## config.mk

```make
export PLATFORM = sky130hd
export DESIGN_NAME = stepgen_velramp
export DESIGN_NICKNAME = d
export VERILOG_FILES = /design/src/rtl/stepgen_velramp.sv
export SDC_FILE = /design/constraint.sdc
export NUM_CORES = 1
export LEC_CHECK = 0
export CAP_MARGIN = 10
export CORE_MARGIN = 4
export CORE_UTILIZATION = 45
export DETAILED_ROUTE_END_ITERATION = 8
export GPL_ROUTABILITY_DRIVEN = 0
export GPL_TIMING_DRIVEN = 0
export PLACE_DENSITY = 0.65
export SKIP_LAST_GASP = 1
export SYNTH_ARGS = -nofsm -noshare
export SYNTH_HDL_FRONTEND = slang
export SYNTH_SLANG_ARGS = --single-unit
```

## constraint.sdc

```tcl
create_clock -name clk -period 10.75 [get_ports clk]
set_input_delay 2.15 -clock clk [delete_from_list [all_inputs] [get_ports clk]]
set_output_delay 2.15 -clock clk [all_outputs]
set_load 0.01 [all_outputs]
```

## src/rtl/stepgen_velramp.sv

```systemverilog
//-----------------------------------------------------------------------------
// stepgen_velramp
//   Velocity ramp feeder for the step generator. Latches a host-commanded
//   signed velocity on cmd_load and slews the applied velocity toward it by
//   'accel' on every prescaled update tick. A watchdog forces a ramp to zero
//   when the host stops refreshing commands.
//
//   Optional build macro: STEPGEN_VELRAMP_ZERO_DWELL_EN
//     When defined, a slew step that would cross zero lands on exactly 0 and
//     velocity then holds there for ZD ticks (DWELL) before continuing.
//
// Ports:
//   clk        system clock
//   rst_n      asynchronous active-low reset
//   cmd_vel    [F:0]    commanded velocity, two's complement
//   cmd_load            single-cycle strobe, captures cmd_vel into target
//   accel      [A-1:0]  unsigned velocity step per tick (0 = jump to target)
//   rate_div   [D-1:0]  tick period is rate_div+1 clocks
//   wdt_limit  [WD-1:0] watchdog timeout in clocks (0 = disabled)
//   velocity   [F:0]    applied velocity to the step generator
//   at_target           velocity equals target
//   wdt_trip            sticky watchdog-expired flag
//-----------------------------------------------------------------------------
module stepgen_velramp #(
   parameter int F  = 10,
   parameter int A  = 6,
   parameter int D  = 8,
   parameter int WD = 16,
   parameter int ZD = 4
) (
   input  logic          clk,
   input  logic          rst_n,
   input  logic [F:0]    cmd_vel,
   input  logic          cmd_load,
   input  logic [A-1:0]  accel,
   input  logic [D-1:0]  rate_div,
   input  logic [WD-1:0] wdt_limit,
   output logic [F:0]    velocity,
   output logic          at_target,
   output logic          wdt_trip
);

   typedef enum logic [1:0] {
      TRACK,
      RAMP,
      TRIP,
      DWELL
   } state_t;

   state_t state, state_n;

   logic [F:0]    target, target_n;
   logic [F:0]    vel_n;
   logic [D-1:0]  presc, presc_n;
   logic [WD-1:0] wdt_cnt, wdt_cnt_n;
   logic          wdt_trip_n;
   logic          tick;
   logic          expire;

   // Slew datapath
   logic signed [F+1:0] vel_x, tgt_x, diff, mag, acc_x;
   logic [F:0]          acc_w, step_w, slew_res;

`ifdef STEPGEN_VELRAMP_ZERO_DWELL_EN
   localparam int ZW = (ZD > 1) ? $clog2(ZD) : 1;
   logic [ZW-1:0] dwell_cnt, dwell_cnt_n;
   logic          crossing;
`else
   logic          unused_zd;
   assign unused_zd = (ZD == 0);
`endif

   assign at_target = (velocity == target);

   assign acc_x = signed'({{(F+2-A){1'b0}}, accel});
   assign acc_w = {{(F+1-A){1'b0}}, accel};

   always_comb begin
      vel_x = {velocity[F], velocity};
      tgt_x = {target[F], target};
      diff  = tgt_x - vel_x;
      mag   = diff[F+1] ? -diff : diff;
      // A partial step never overshoots, so the wide sum always fits in F+1
      // bits; its low bits are therefore computed directly at F+1 width.
      step_w = diff[F+1] ? (velocity - acc_w) : (velocity + acc_w);
      if ((accel == '0) || (mag <= acc_x)) begin
         slew_res = target;
      end else begin
         slew_res = step_w;
      end
   end

`ifdef STEPGEN_VELRAMP_ZERO_DWELL_EN
   assign crossing = (velocity != '0) && (slew_res != '0) &&
                     (velocity[F] != slew_res[F]);
`endif

   always_comb begin
      // Update-rate prescaler
      tick    = (presc == '0);
      presc_n = tick ? rate_div : presc - D'(1);

      // Watchdog: saturating counter, expiry fires once on reaching the limit
      expire    = 1'b0;
      wdt_cnt_n = wdt_cnt;
      if (cmd_load) begin
         wdt_cnt_n = '0;
      end else begin
         wdt_cnt_n = (wdt_cnt >= wdt_limit) ? wdt_limit : wdt_cnt + WD'(1);
         expire    = (wdt_limit != '0) && (wdt_cnt_n == wdt_limit) && !wdt_trip;
      end

      // Target and trip flag; a load on the expiry cycle wins
      target_n   = target;
      wdt_trip_n = wdt_trip;
      if (cmd_load) begin
         target_n   = cmd_vel;
         wdt_trip_n = 1'b0;
      end else if (expire) begin
         target_n   = '0;
         wdt_trip_n = 1'b1;
      end

      vel_n   = velocity;
      state_n = state;

`ifdef STEPGEN_VELRAMP_ZERO_DWELL_EN
      dwell_cnt_n = dwell_cnt;
      if (state == DWELL) begin
         // Velocity is pinned at 0 while dwelling
         if (cmd_load && (cmd_vel == '0)) begin
            state_n = TRACK;
         end else if (tick) begin
            if (dwell_cnt == ZW'(ZD - 1)) begin
               state_n = wdt_trip_n ? TRIP :
                         ((velocity == target_n) ? TRACK : RAMP);
            end else begin
               dwell_cnt_n = dwell_cnt + ZW'(1);
            end
         end
      end else if (tick && crossing) begin
         vel_n       = '0;
         state_n     = DWELL;
         dwell_cnt_n = '0;
      end else begin
         if (tick) begin
            vel_n = slew_res;
         end
         state_n = wdt_trip_n ? TRIP : ((vel_n == target_n) ? TRACK : RAMP);
      end
`else
      if (tick) begin
         vel_n = slew_res;
      end
      state_n = wdt_trip_n ? TRIP : ((vel_n == target_n) ? TRACK : RAMP);
`endif
   end

   always_ff @(posedge clk or negedge rst_n) begin
      if (!rst_n) begin
         velocity  <= '0;
         target    <= '0;
         presc     <= '0;
         wdt_cnt   <= '0;
         wdt_trip  <= 1'b0;
         state     <= TRACK;
`ifdef STEPGEN_VELRAMP_ZERO_DWELL_EN
         dwell_cnt <= '0;
`endif
      end else begin
         velocity  <= vel_n;
         target    <= target_n;
         presc     <= presc_n;
         wdt_cnt   <= wdt_cnt_n;
         wdt_trip  <= wdt_trip_n;
         state     <= state_n;
`ifdef STEPGEN_VELRAMP_ZERO_DWELL_EN
         dwell_cnt <= dwell_cnt_n;
`endif
      end
   end

endmodule

```

* Word level (Yosys, flattened, before mapping)
Cells that the tools add are included.
** Word-level totals
- Register bits :: 47
- Output and inout bits :: 13
** Operators by class
- Add/subtract/negate cells :: 6
- Order comparisons :: 2
- Eq/ne operators :: 2
- Mux-type cells :: 11
- Reduce and logical (&&, ||, !) cells :: 8
** Operators with widths (count)
- $mux W11 :: 4
- $mux W16 :: 2
- $add A16 B1 Y16 const B :: 1
- $eq A16 B16 Y1 :: 1
- $ge A16 B16 Y1 :: 1
- $reduce_bool A16 Y1 :: 1
- $le A12 B7 Y1 :: 1
- $mux W12 :: 1
- $neg A12 Y12 :: 1
- $sub A11 B11 Y12 :: 1
- $add A11 B6 Y11 :: 1
- $eq A11 B11 Y1 :: 1
- $sub A11 B6 Y11 :: 1
- $logic_not A8 Y1 :: 1
- $mux W8 :: 1
- $sub A8 B1 Y8 const B :: 1
- $logic_not A6 Y1 :: 1
- $mux W1 :: 3
- $logic_and A1 B1 Y1 :: 2
- $reduce_bool A2 Y1 :: 1
- $logic_not A1 Y1 :: 1
- $logic_or A1 B1 Y1 :: 1

* Depth between registers and ports, before layout
- Depth in word-level cells :: 8
- Depth in mapped cells :: 22
- Depth with buffers taken out :: 19

* Worst setup path after synthesis
Ideal clock, no wire load.
- Path kind :: input -> register
- Start point :: in accel[0]
- End point :: reg velocity[10]
- Arrival :: 4457 ps
- Slack :: 6167 ps
- Cell stages on the path :: 14
- Buffers on the path :: 0
- Path through :: inv_1 > ha_1 > nor2_1 > xnor2_1 > ha_1 > nor2b_1 > o21ai_0 > a21oi_1 > o41ai_1 > o21ai_0 > xor2_1 > or3_1 > a21oi_1 > a21oi_1
** Between the ends
- Cells in the longest elaborated chain, start to end :: 3
- Elaborated cells between the ends (all ways) :: 7
** Ends and longest elaborated chain
- from (decl) :: RTL line 35 : input logic [A-1:0] accel,
- $add A11 B6 Y11 (tied with other cells) :: RTL line 85 : step_w = diff[F+1] ? (velocity - acc_w) : (velocity + acc_w);
- $mux W11 / $logic_or A1 B1 Y1 (equally long branches) :: RTL line 85, 86
- $mux W11 * :: RTL line 86 : if ((accel == '0) || (mag <= acc_x)) begin
- to (signal assigned) :: RTL line 171 : velocity <= vel_n;
- to (decl) :: RTL line 38 : output logic [F:0] velocity,
Every way passes the cells marked *; elsewhere a longest branch is shown, timed or not.
A chain may end at the register's enable or synchronous reset.

* Final worst setup path
Same ends and word-level chain as after synthesis.

==> Flow_metrics.wiki <==
{| class="wikitable"
! Metric !! Value
|-
| Htree depth || 2
|-
| Std-Cell Rows || 36
|-
| Routed wire length || 11560 um
|-
| Most frequent cell on the critical path || sky130_fd_sc_hd__a21oi_1
|-
| IO Pins || 57
|-
| Number of antenna repair diodes || 0
|-
| Bufs on Longest Clock Path || 2
|-
| First-pass GRT wire length || just under 20000 um
|-
| Crit path max-delay family || compound AO/OA/AOI/OAI gates
|-
| Leakage dissipation || approximately 2.6 nW
|-
| Outcome || finished clean
|-
| Sequential area share after synthesis || 25.75%
|-
| Post-CTS sizing || 0
|-
| # nets final || 691
|-
| Top library cells by usage in the layout, fill and taps aside || sky130_fd_sc_hd__nor2_1 (60), sky130_fd_sc_hd__clkdlybuf4s50_1 (55), sky130_fd_sc_hd__ha_1 (47), sky130_fd_sc_hd__dfrtp_1 (47), sky130_fd_sc_hd__inv_1 (46)
|-
| Maximum number of pins on one net before global-route repair || 37
|-
| Grt met3 use || 2.368%
|-
| Synthesized area || 0.004567 mm^2
|-
| Die boundary width || 108.7 um
|-
| Vias after detailed routing || 4094
|-
| Clock root buffer || sky130_fd_sc_hd__clkbuf_8
|-
| Hold Fails Final Rpt || 0
|-
| Total power draw || 0.001420 W
|-
| Via density || around 5.6
|-
| DR DRC count || 0
|-
| Commonest non-fill, non-tap cell in the layout || sky130_fd_sc_hd__nor2_1
|-
| Unrepaired setup endpoints after global routing || no
|-
| Hold bufs inserted after CTS || 0
|-
| Slowest stage cell on the critical path || sky130_fd_sc_hd__clkdlybuf4s50_1
|-
| Crit. End Element || flip-flop
|-
| Source-to-sink clock delay at the later pin of the worst-skew pair || approximately 300 ps
|-
| Global routing usage on met1 || approximately a quarter
|-
| Flip-flop and latch count after synthesis || 47
|-
| Post-CTS clock slew at the launch and capture registers of the worst setup and hold paths || around 90 ps
|-
| Initial antenna violation count || 0
|-
| Most Used Layer, Global Route || met2
|-
| Number of fill cells || 932
|-
| Number of nets with antenna violations after detailed routing || 0
|-
| Clock power frac || 10.9%
|-
| Die span in y || 108.7 um
|-
| Type of the most critical hold path || reg2reg
|-
| Slew at the pin closest to its max-slew limit || about 1100 ps
|-
| Share of power burned in registers || 20.8%
|-
| Dpl hpwl || 9437 um
|-
| GR Util All Layers || slightly above 20%
|-
| Number of buffers and inverters on the critical path || 3
|-
| CP max FO || 4
|-
| Min Tclk post-route || 5263 ps
|-
| Top flip-flop cell by instance count after synthesis || sky130_fd_sc_hd__dfrtp_1
|-
| Power density over the cells || 260.9 mW/mm^2
|-
| Power share of the combinational group || 68.3%
|-
| Max Fclk || 190.0 MHz
|-
| Count of buffers added by post-CTS timing repair for setup || 0
|-
| Number of distinct library cell variants in the gate-level netlist after synthesis || 77
|-
| Detailed Routing Iterations Pass 1 || 5
|-
| Asr flop ratio synth || 100.0%
|-
| Cells after synthesis || between 500 and 600
|-
| Slew margin rel. || 22.91%
|-
| Synthesis Warnings || 0
|-
| Wire per inst || 15.79 um
|-
| Met2 usage in global routing || 37.47%
|-
| Number of global-route vias before repair || 4134
|-
| Max-slew violation count || 0
|-
| Count of clock tree sinks || 47
|-
| Total gr overflow || 0
|-
| Number of flops mapped to enable cells by yosys || 0
|-
| Cells along the critical path || clkdlybuf4s50_1 -> inv_1 -> ha_1 -> nand2_1 -> a21boi_0 -> inv_1 -> fa_1 -> nor2b_1 -> o21ai_0 -> a21oi_1 -> o41ai_1 -> o21ai_0 -> xor2_1 -> or3_1 -> a21oi_1 -> a21oi_1
|-
| Post-route clock skew || 14.26 ps
|-
| Net switching power of the design || 0.0006481 W
|-
| Final setup TNS || 0 ps
|-
| Total core area || between 0.009 and 0.01 mm^2
|-
| CTS Buf Count || 5
|-
| Overall die area || roughly 0.012 mm^2
|-
| Cell internal pwr || between 0.0007 and 0.0008 W
|-
| Category of the critical setup timing path || in2reg
|-
| Maximum resistive drop on vdd || 0.1064 mV
|-
| Drt initial violations || 171
|-
| Fraction of final layout cells sized beyond drive strength 1 || 6.177%
|-
| PortBufs || 56
|-
| Switching share of power || between 40% and 50%
|-
| Mean cell area of the mapped netlist || 8.552 um^2
|-
| Net count after synthesis || 627
|-
| Starting Density || 46.51%
|-
| Arrival time of data at the critical path endpoint || about 5500 ps
|-
| Period Utilization, post-route || 48.96%
|-
| Critical Path RT || 10940 ps
|-
| Number of max-capacitance violations reported || 0
|-
| Startpoint Class || input port
|-
| Crit path largest cell delay || 550 ps
|-
| Total setup violations reported at the end of the flow || 0
|-
| Area Growth Syn to Fin || 19.15%
|-
| CTS tree || done
|}
-- final cells by class --
class | count | area (um^2) | share of cell area [%]
clock buffer | 6 | 72.57 | 1.334
sequential | 47 | 1176 | 21.61
clock inverter | 2 | 60.06 | 1.104
multi-input combinational | 427 | 3138 | 57.67
timing repair buffer | 57 | 575.6 | 10.58
buffer | 14 | 80.08 | 1.472
inverter | 46 | 172.7 | 3.173
tap | 133 | 166.4 | 3.058
-- power by group through the flow --
stage | registers (W) | logic (W) | clock network [W]
after floorplan | 0.000288 | 0.000744 | 0
after global placement | 0.000296 | 0.000933 | 0
after detailed placement | 0.000298 | 0.000964 | 0
after CTS | 0.000295 | 0.000969 | 0.000159
after global routing | 0.000304 | 0.00109 | 0.000168
final | 0.000295 | 0.000970 | 0.000155
-- metal layers --
metal  part of all wire, %  up-vias  wire [um]
met5                     0        -          0
met4                   1.7        0        191
met3                   3.7       14        430
met2                    52       85       5974
met1                    43     1949       4964
li1                      -     2046          -
-- registers in the layout, summed over array words and instances, names as in the netlist --
signal / flops
target: 11
wdt_cnt: 16
wdt_trip: 1
presc: 8
velocity: 11
-- cell usage after synthesis, types with 2 or more instances --
cell / instances / area (um^2)
sky130_fd_sc_hd__a211o_1: 5 / 43.79
sky130_fd_sc_hd__buf_6: 3 / 33.78
sky130_fd_sc_hd__a211oi_1: 18 / 135.1
sky130_fd_sc_hd__ha_1: 47 / 588.1
sky130_fd_sc_hd__dfrtp_1: 47 / 1176
sky130_fd_sc_hd__a21o_1: 11 / 82.58
sky130_fd_sc_hd__nand3_1: 12 / 60.06
sky130_fd_sc_hd__inv_1: 46 / 172.7
sky130_fd_sc_hd__o22ai_2: 2 / 25.02
sky130_fd_sc_hd__xnor2_1: 35 / 306.5
sky130_fd_sc_hd__or4_1: 2 / 15.01
sky130_fd_sc_hd__o21a_1: 5 / 37.54
sky130_fd_sc_hd__and4_1: 2 / 17.52
sky130_fd_sc_hd__a21oi_1: 20 / 100.1
sky130_fd_sc_hd__o41ai_1: 2 / 17.52
sky130_fd_sc_hd__o311ai_0: 2 / 17.52
sky130_fd_sc_hd__a31oi_1: 2 / 12.51
sky130_fd_sc_hd__mux2i_1: 22 / 220.2
sky130_fd_sc_hd__or3_1: 3 / 18.77
sky130_fd_sc_hd__o21bai_1: 2 / 15.01
sky130_fd_sc_hd__o21ai_1: 2 / 10.01
sky130_fd_sc_hd__clkbuf_1: 9 / 33.78
sky130_fd_sc_hd__o2111ai_1: 2 / 17.52
sky130_fd_sc_hd__nor2_1: 60 / 225.2
sky130_fd_sc_hd__or2_2: 2 / 12.51
sky130_fd_sc_hd__o21ai_0: 23 / 115.1
sky130_fd_sc_hd__nor4_1: 10 / 62.56
sky130_fd_sc_hd__nor3b_1: 2 / 15.01
sky130_fd_sc_hd__fa_1: 2 / 40.04
sky130_fd_sc_hd__nand2b_1: 3 / 18.77
sky130_fd_sc_hd__xor2_1: 16 / 140.1
sky130_fd_sc_hd__and3_1: 6 / 37.54
sky130_fd_sc_hd__nor3_1: 10 / 50.05
sky130_fd_sc_hd__nand2_1: 35 / 131.4
sky130_fd_sc_hd__nor2b_1: 8 / 50.05
sky130_fd_sc_hd__nand4b_1: 2 / 17.52
sky130_fd_sc_hd__nand4_1: 14 / 87.58
-- worst register-to-register path, cell delays in order (launching register included) --
cell and delay [ps]:
sky130_fd_sc_hd__dfrtp_1 460, sky130_fd_sc_hd__inv_1 120, sky130_fd_sc_hd__ha_1 310, sky130_fd_sc_hd__and2b_1 200, sky130_fd_sc_hd__o21ai_1 170, sky130_fd_sc_hd__a21o_1 200, sky130_fd_sc_hd__o22ai_2 370, sky130_fd_sc_hd__clkbuf_1 410
sky130_fd_sc_hd__nor2_1 120, sky130_fd_sc_hd__xor2_1 170, sky130_fd_sc_hd__ha_1 310, sky130_fd_sc_hd__nand2_1 100, sky130_fd_sc_hd__o22ai_1 80, sky130_fd_sc_hd__o21bai_1 190, sky130_fd_sc_hd__nor4b_2 170, sky130_fd_sc_hd__a2bb2oi_1 380
sky130_fd_sc_hd__a21oi_2 70, sky130_fd_sc_hd__nor2_2 170, sky130_fd_sc_hd__buf_6 200, sky130_fd_sc_hd__mux2_4 320, sky130_fd_sc_hd__o21ai_2 100
-- path summary, 6_finish.rpt --
| kind | start | to | slack, ps | cells past startpoint |
|---|---|---|---|---|
| min in group asynchronous | rst_n | velocity[0] | 1730 | 1 |
| min reg2reg | presc[0] | presc[0] | 500 | 1 |
| max | accel[0] | velocity[10] | 5490 | 16 |
| max reg2reg | velocity[1] | velocity[1] | 6050 | 20 |
| max in group asynchronous | rst_n | wdt_cnt[14] | 8510 | 2 |
| min | presc[0] | presc[0] | 500 | 1 |
-- per-stage QoR --
step	instances	util, %	cell area [um^2]	setup WS [ps]	hold slack, ps
after floorplan	534	-	4567	6167	440.1
after global placement	723	53.91	5294	5158	468.0
after detailed placement	724	54.06	5309	5148	475.6
after CTS	732	55.42	5441	5466	493.3
after global routing	732	55.42	5441	5121	540.1
final	732	55.42	5441	5487	498.1
-- cell families after synthesis --
kind of cell | share of synthesized area, %
xor gates and xnor gates | 10.74
adders and majority gates | 13.75
buffers and inverters | 5.534
AOI/OAI and AO/OA | 17.53
and+or+nand+nor | 21.04
DFF | 25.75
muxes | 5.644
Power figures use the tool's default switching activity.
